$ cat config.mk
export PLATFORM = sky130hd
export DESIGN_NAME = instr_decode_queue_flat
export DESIGN_NICKNAME = d
export VERILOG_FILES = /design/src/rtl/instr_decode_queue_if.sv /design/src/rtl/instr_decode_queue.sv /design/src/flat_wrapper.sv
export SDC_FILE = /design/constraint.sdc
export NUM_CORES = 1
export LEC_CHECK = 0
export ABC_CLOCK_PERIOD_IN_PS = 5350
export CORE_MARGIN = 5
export CORE_UTILIZATION = 59
export DETAILED_ROUTE_END_ITERATION = 8
export GPL_TIMING_DRIVEN = 0
export PLACE_DENSITY = 0.91
export SLEW_MARGIN = 20
export SYNTH_ARGS = -nofsm -noshare
export SYNTH_HDL_FRONTEND = slang
export SYNTH_SLANG_ARGS = --single-unit
$ cat constraint.sdc
create_clock -name i_clk -period 5.35 [get_ports i_clk]
set_clock_uncertainty 0.15 [all_clocks]
set_input_delay 1.07 -clock i_clk [delete_from_list [all_inputs] [get_ports i_clk]]
set_output_delay 1.07 -clock i_clk [all_outputs]
set_load 0.02 [all_outputs]
$ cat src/rtl/instr_decode_queue_if.sv
// Handshake bundle for instr_decode_queue: fetch-side input and decoded output.
// slave is the queue's view, master is the fetch/consumer side.
interface instr_decode_queue_if #(
    parameter int unsigned OPW  = 5,
    parameter int unsigned ARGW = 4,
    parameter int unsigned PCW  = 8
);
    logic                   in_valid;
    logic                   in_ready;
    logic [OPW+ARGW-1:0]    in_word;
    logic [PCW-1:0]         in_pc;

    logic                   out_valid;
    logic                   out_ready;
    logic [OPW-1:0]         out_op;
    logic [ARGW-1:0]        out_arg;
    logic [2:0]             out_cls;
    logic                   out_illegal;
    logic [2*ARGW-1:0]      out_imm;
    logic                   out_fused;
    logic [PCW-1:0]         out_pc;

    modport slave (
        input  in_valid, in_word, in_pc, out_ready,
        output in_ready, out_valid, out_op, out_arg, out_cls, out_illegal,
               out_imm, out_fused, out_pc
    );

    modport master (
        output in_valid, in_word, in_pc, out_ready,
        input  in_ready, out_valid, out_op, out_arg, out_cls, out_illegal,
               out_imm, out_fused, out_pc
    );
endinterface

$ cat src/rtl/instr_decode_queue.sv
// Instruction buffer + registered decode stage for the 9-bit CPU.
// DEPTH-entry FIFO followed by one output register; an empty queue bypasses
// the incoming word straight into the output register.
// Optional feature: define INSTR_DQ_FUSE_EN to fuse a vall+valh pair waiting
// in the FIFO into a single bundle carrying an 8-bit immediate.
module instr_decode_queue #(
    parameter int unsigned OPW   = 5,
    parameter int unsigned ARGW  = 4,
    parameter int unsigned DEPTH = 4,
    parameter int unsigned PCW   = 8
) (
    input  logic                    i_clk,
    input  logic                    i_reset,
    input  logic                    i_flush,
    instr_decode_queue_if.slave     bus,
    output logic [$clog2(DEPTH):0]  o_count
);
    localparam int unsigned AW = $clog2(DEPTH);
    localparam int unsigned WW = OPW + ARGW;

    typedef struct packed {
        logic [WW-1:0]  word;
        logic [PCW-1:0] pc;
    } entry_t;

    entry_t              r_mem [DEPTH];
    logic [AW:0]         r_wptr;
    logic [AW:0]         r_rptr;
    logic                r_out_valid;
    logic [OPW-1:0]      r_op;
    logic [ARGW-1:0]     r_arg;
    logic [2:0]          r_cls;
    logic                r_illegal;
    logic [2*ARGW-1:0]   r_imm;
    logic [PCW-1:0]      r_pc;

    logic [AW:0]         w_count;
    logic                w_empty;
    logic                w_full;
    logic                w_push;
    logic                w_pop;
    logic                w_load;
    logic                w_load_fifo;
    logic                w_bypass;
    logic                w_wr;
    logic                w_fuse;
    logic [AW:0]         w_rd_inc;
    entry_t              w_head;
    entry_t              w_src;
    logic [OPW-1:0]      w_src_op;
    logic [ARGW-1:0]     w_src_arg;
    logic [2:0]          w_cls;
    logic                w_illegal;
    logic [2*ARGW-1:0]   w_imm;

    // Class decode: returns {illegal, cls}.
    function automatic logic [3:0] f_decode(input logic [OPW-1:0] op);
        int unsigned v;
        v = 32'(op);
        if (v <= 1)       return 4'b0_000;
        else if (v <= 15) return 4'b0_001;
        else if (v <= 17) return 4'b0_010;
        else if (v <= 19) return 4'b0_011;
        else if (v <= 24) return 4'b0_100;
        else if (v == 25) return 4'b1_111;
        else if (v <= 27) return 4'b0_101;
        else if (v <= 30) return 4'b0_110;
        else              return 4'b0_111;
    endfunction

    // in_ready comes from registered pointers only, so a pop at full never frees a slot early.
    assign w_count      = r_wptr - r_rptr;
    assign w_empty      = (w_count == '0);
    assign w_full       = (w_count == (AW+1)'(DEPTH));
    assign bus.in_ready = !w_full;
    assign o_count      = w_count;

    assign w_push      = bus.in_valid && !w_full && !i_flush && !i_reset;
    assign w_pop       = r_out_valid && bus.out_ready;
    assign w_load      = !r_out_valid || w_pop;
    assign w_load_fifo = w_load && !w_empty;
    assign w_bypass    = w_load && w_empty && w_push;
    assign w_wr        = w_push && !w_bypass;

    assign w_head    = r_mem[r_rptr[AW-1:0]];
    assign w_src     = w_load_fifo ? w_head : {bus.in_word, bus.in_pc};
    assign w_src_op  = w_src.word[WW-1:ARGW];
    assign w_src_arg = w_src.word[ARGW-1:0];

`ifdef INSTR_DQ_FUSE_EN
    localparam logic [OPW-1:0] OP_VALL = '0;
    localparam logic [OPW-1:0] OP_VALH = OPW'(1);

    logic [WW-1:0] w_next_word;
    logic          r_fused;

    assign w_next_word = r_mem[r_rptr[AW-1:0] + AW'(1)].word;
    // Fusion only looks at FIFO contents; a lone vall is never held back.
    assign w_fuse = (w_count >= (AW+1)'(2)) && (w_head.word[WW-1:ARGW] == OP_VALL) &&
                    (w_next_word[WW-1:ARGW] == OP_VALH);
    assign w_imm  = w_fuse ? {w_next_word[ARGW-1:0], w_head.word[ARGW-1:0]}
                           : {{ARGW{1'b0}}, w_src_arg};
    assign bus.out_fused = r_fused;
`else
    assign w_fuse        = 1'b0;
    assign w_imm         = {{ARGW{1'b0}}, w_src_arg};
    assign bus.out_fused = 1'b0;
`endif

    // Read pointer advance: one entry normally, two when a pair is fused.
    assign w_rd_inc = !w_load_fifo ? '0 : (w_fuse ? (AW+1)'(2) : (AW+1)'(1));

    // Decode the word being loaded into the output register.
    always_comb begin
        w_cls     = 3'd0;
        w_illegal = 1'b0;
        {w_illegal, w_cls} = f_decode(w_src_op);
    end

    // FIFO storage; contents need no reset since pointers define validity.
    always_ff @(posedge i_clk) begin
        if (w_wr) begin
            r_mem[r_wptr[AW-1:0]] <= {bus.in_word, bus.in_pc};
        end
    end

    // Pointers and output stage; reset beats flush, flush drops everything in flight.
    always_ff @(posedge i_clk) begin
        if (i_reset) begin
            r_wptr      <= '0;
            r_rptr      <= '0;
            r_out_valid <= 1'b0;
            r_op        <= '0;
            r_arg       <= '0;
            r_cls       <= '0;
            r_illegal   <= 1'b0;
            r_imm       <= '0;
            r_pc        <= '0;
`ifdef INSTR_DQ_FUSE_EN
            r_fused     <= 1'b0;
`endif
        end else if (i_flush) begin
            r_wptr      <= '0;
            r_rptr      <= '0;
            r_out_valid <= 1'b0;
        end else begin
            if (w_wr) begin
                r_wptr <= r_wptr + (AW+1)'(1);
            end
            r_rptr <= r_rptr + w_rd_inc;
            if (w_load) begin
                r_out_valid <= w_load_fifo || w_bypass;
                if (w_load_fifo || w_bypass) begin
                    r_op      <= w_src_op;
                    r_arg     <= w_src_arg;
                    r_cls     <= w_cls;
                    r_illegal <= w_illegal;
                    r_imm     <= w_imm;
                    r_pc      <= w_src.pc;
`ifdef INSTR_DQ_FUSE_EN
                    r_fused   <= w_fuse;
`endif
                end
            end
        end
    end

    assign bus.out_valid   = r_out_valid;
    assign bus.out_op      = r_op;
    assign bus.out_arg     = r_arg;
    assign bus.out_cls     = r_cls;
    assign bus.out_illegal = r_illegal;
    assign bus.out_imm     = r_imm;
    assign bus.out_pc      = r_pc;
endmodule

$ cat src/flat_wrapper.sv
// flat-port wrapper written by rule: the top's interface ports become plain ports
module instr_decode_queue_flat 
#(
    parameter int unsigned OPW   = 5,
    parameter int unsigned ARGW  = 4,
    parameter int unsigned DEPTH = 4,
    parameter int unsigned PCW   = 8
)
  (i_clk, i_reset, i_flush, o_count, bus_in_valid, bus_in_word, bus_in_pc, bus_out_ready, bus_in_ready, bus_out_valid, bus_out_op, bus_out_arg, bus_out_cls, bus_out_illegal, bus_out_imm, bus_out_fused, bus_out_pc);
  instr_decode_queue_if #(.OPW(OPW), .ARGW(ARGW), .PCW(PCW)) bus_i ();
  input  logic i_clk;
  input  logic i_reset;
  input  logic i_flush;
  output logic [$clog2(DEPTH):0] o_count;
  input wire logic [$bits(bus_i.in_valid)-1:0] bus_in_valid;
  input wire logic [$bits(bus_i.in_word)-1:0] bus_in_word;
  input wire logic [$bits(bus_i.in_pc)-1:0] bus_in_pc;
  input wire logic [$bits(bus_i.out_ready)-1:0] bus_out_ready;
  output wire logic [$bits(bus_i.in_ready)-1:0] bus_in_ready;
  output wire logic [$bits(bus_i.out_valid)-1:0] bus_out_valid;
  output wire logic [$bits(bus_i.out_op)-1:0] bus_out_op;
  output wire logic [$bits(bus_i.out_arg)-1:0] bus_out_arg;
  output wire logic [$bits(bus_i.out_cls)-1:0] bus_out_cls;
  output wire logic [$bits(bus_i.out_illegal)-1:0] bus_out_illegal;
  output wire logic [$bits(bus_i.out_imm)-1:0] bus_out_imm;
  output wire logic [$bits(bus_i.out_fused)-1:0] bus_out_fused;
  output wire logic [$bits(bus_i.out_pc)-1:0] bus_out_pc;
  assign bus_i.in_valid = bus_in_valid;
  assign bus_i.in_word = bus_in_word;
  assign bus_i.in_pc = bus_in_pc;
  assign bus_i.out_ready = bus_out_ready;
  assign bus_in_ready = bus_i.in_ready;
  assign bus_out_valid = bus_i.out_valid;
  assign bus_out_op = bus_i.out_op;
  assign bus_out_arg = bus_i.out_arg;
  assign bus_out_cls = bus_i.out_cls;
  assign bus_out_illegal = bus_i.out_illegal;
  assign bus_out_imm = bus_i.out_imm;
  assign bus_out_fused = bus_i.out_fused;
  assign bus_out_pc = bus_i.out_pc;
  instr_decode_queue #(.OPW(OPW), .ARGW(ARGW), .DEPTH(DEPTH), .PCW(PCW)) u_core (.i_clk(i_clk), .i_reset(i_reset), .i_flush(i_flush), .bus(bus_i), .o_count(o_count));
endmodule
==> results.md <==
- Top-count cell post-synth: edfxtp_1
- Yosys reg bits: 96
- Ys flop type: edfxtp_1
- Post-DP HPWL: 6120 um
- Initial antenna violation count: 0
- Hold Vio Cnt, Final: 0
- Synth Instances: 289
- PostCTS Resize Cnt: 0
- Gr usage total: 21.8%
- Total CTS buffers: 9
- Initial Util: 61.2%
- # H-tree levels: 3
- Drt pass-1 iters: 5
- CP Buf/Inv Count: 2
- Clock latency at the later pin of the worst-skew pair: ~0.36 ns
- Fmax: 0.258 GHz
- Setup Buffers After CTS: 0
- Cell Rows: 30
- Post-synth EDFFs: between 60 and 70
- CTS tree: yes
- Power consumption: about 1.5 mW
- Synth-to-layout area growth: 19.8%
- Largest net degree at the start of global routing: 18
- CP Max Fanout: 6
- Drt drc: 0
- N_diodes: 0
- Main combinational cell family by area after synthesis: multiplexers
- IO buf count: 51
- Pwr dens: 306 nW/um2
- Vias: ~2700
- Fin nets: 385
- Cts hold-fix bufs: 0
- Xor and xnor area share after synthesis: 1.23%
- Leak Pwr: 1.71 nW
- Worst vdd ir: 284 uV
- Root Driver: clkbuf_8
- Seq/Total Area, Yosys: 62.3%
- Critical path type: flip-flop to output pin
- Setup TNS: 0 ns
- Via density: 5.85
- DRT antenna net count: 0
- Pins over their slew limit: 0
- Wire per inst: 20.1 um
- Clock tree sinks: 96
- Post-synthesis mux area share: about a tenth
- Synth Area in Compound Gates: 8.21%
- Core footprint: 6830 um2
- Final period util: 72.4%
- Proportion of layout cells with a drive suffix above 1: 18.9%
- 1st-iter DRT viols: 220
- Outcome: complete, no violations
- Synth top area share: 48.9%
- Fin cells: 456
- Clk buf depth: 2
- Slowest cell on the critical path: clkdlybuf4s50_1
- First-pass GRT wire length: 14300 um
- GPL Wtd Cong: 0.873
- Vias in the first global route: 2767
- Final core occ: 73.3%
- Simple-gate share of the synthesized area: 10.4%
- Hold Crit Depth: 2
- CP top delay family: buffers and inverters
- Slowest cell delay on critical path: 0.61 ns
- Tmin final: 3.87 ns
- Yosys Warn Count: 0
- Synth top cells by count: edfxtp_1 (68), dfxtp_1 (28), nand2_1 (28), nor2_1 (27)
- Worst-path clk slew: 0.09 ns
- Leading post-synthesis cells by cell area: edfxtp_1 (49%), dfxtp_1 (13%), mux4_2 (9.2%)
- Arr. time, crit path: 2.65 ns
- Stages on worst setup path: 6
- Grt ovf: 0
- Worst setup EP type: output pin
- Worst min path class: flip-flop to flip-flop
- RSZ-0062 raised after global routing: no
- WP data required: 4.13 ns
- Die area: between 8000 and 9000 um2
- Setup violators final: 0
- Synth area leader: edfxtp_1
- Count of cell types in the netlist: 39
- R2R cell count: 8
- # placed instances: 440
- Post-Synth Adder-Cell Area: under 10%
- Die height: 94.2 um
- MaxCap Viol Count: 0
- Ys async rst share: 0%
- Critical path, cell by cell: inv_1 -> ha_1 -> fa_1 -> xor3_2 -> nand3_1 -> clkdlybuf4s50_1
- Synthesized area: 4180 um2
- Setup crit start kind: flip-flop
- # IOs: 57
- DIE WIDTH: between 90 and 100 um
- Mean area per synthesized cell: 14.5 um2
- Relative slew margins: about 33%
- Worst-Margin Slew: 0.999 ns
- Post-Route WL: about 9200 um
power breakdown:
group	total [mW]	internal [mW]	leakage [nW]	switching, mW
clock	0.439	0.186	0.0895	0.252
sequential	0.824	0.812	0.839	0.0123
combinational	0.269	0.117	0.781	0.152
cell usage in the layout, fill, tap and decap left out, types with 4 or more instances in the layout:
master	n
buf_4	10
mux2i_1	4
buf_6	4
edfxtp_1	68
inv_1	6
nor2_1	27
and2_1	6
mux4_2	17
ha_1	7
dfxtp_1	28
clkbuf_8	10
nand3_1	17
clkdlybuf4s50_1	51
nand2_1	28
a21oi_1	6
clkbuf_1	9
conb_1	5
a311oi_2	16
nand2b_1	5
path summary, 6_finish.rpt:
| path | start | end | slack (ns) |
|---|---|---|---|
| setup / recovery | u_core.r_wptr[0] | bus_in_ready | 1.48 |
| hold / removal | u_core.bus.out_op[4] | u_core.bus.out_op[4] | 0.33 |
| setup reg to reg | u_core.r_wptr[0] | u_core.r_mem[3][5] | 1.80 |
| hold reg to reg | u_core.bus.out_op[4] | u_core.bus.out_op[4] | 0.33 |
final cells by class:
type / instances / area [um2]
fill: 448 / 1830
clock inverter: 5 / 40.0
timing repair buffer: 51 / 510
sequential: 96 / 2600
buffer: 26 / 169
multi-input combinational: 165 / 1400
inverter: 6 / 22.5
tap: 96 / 120
clock buffer: 11 / 141
metrics by stage:
stage                     instance area [um2]  hold WS, ns  worst slack (ns)
after floorplan                          4190        0.331              2.29
after global placement                   4820        0.313              1.65
after detailed placement                 4820        0.314              1.58
after CTS                                5000        0.330              1.46
after global routing                     5000        0.352              1.33
final                                    5000        0.330              1.48
state kept, by name, indices dropped and copies added (netlist names):
name and flops:
u_core.bus.out_arg 4, u_core.bus.out_cls 3, u_core.bus.out_illegal 1, u_core.bus.out_op 5, u_core.bus.out_pc 8, u_core.bus.out_valid 1, u_core.r_mem 68, u_core.r_rptr 3
u_core.r_wptr 3
kinds of logic after synthesis:
group	count (synthesis)
buf+inv	32
compound gates	31
other cells	1
flops	96
mux	22
simple gates	94
xor+xnor	4
fa+ha+maj	9
routing by layer:
| layer | share of wire, % | vias up | global-route usage (%) |
|---|---|---|---|
| li1 | - | 1202 | - |
| met3 | 4.4 | 17 | 4.57 |
| met5 | 0 | - | 0 |
| met1 | 41 | 1368 | 27.4 |
| met2 | 53 | 82 | 36.9 |
| met4 | 1.3 | 0 | 8.54 |
worst register-to-register path, delay by kind of cell (launching register included):
kind | cells | cell delay [ns]
DFF | 1 | 0.41
xor gates and xnor gates | 1 | 0.47
buffers and inverters | 2 | 0.33
AOI/OAI and AO/OA | 1 | 0.21
and+or+nand+nor | 2 | 1.01
adders and majority gates | 2 | 0.59
No activity file was read; power rests on OpenSTA's default activity.
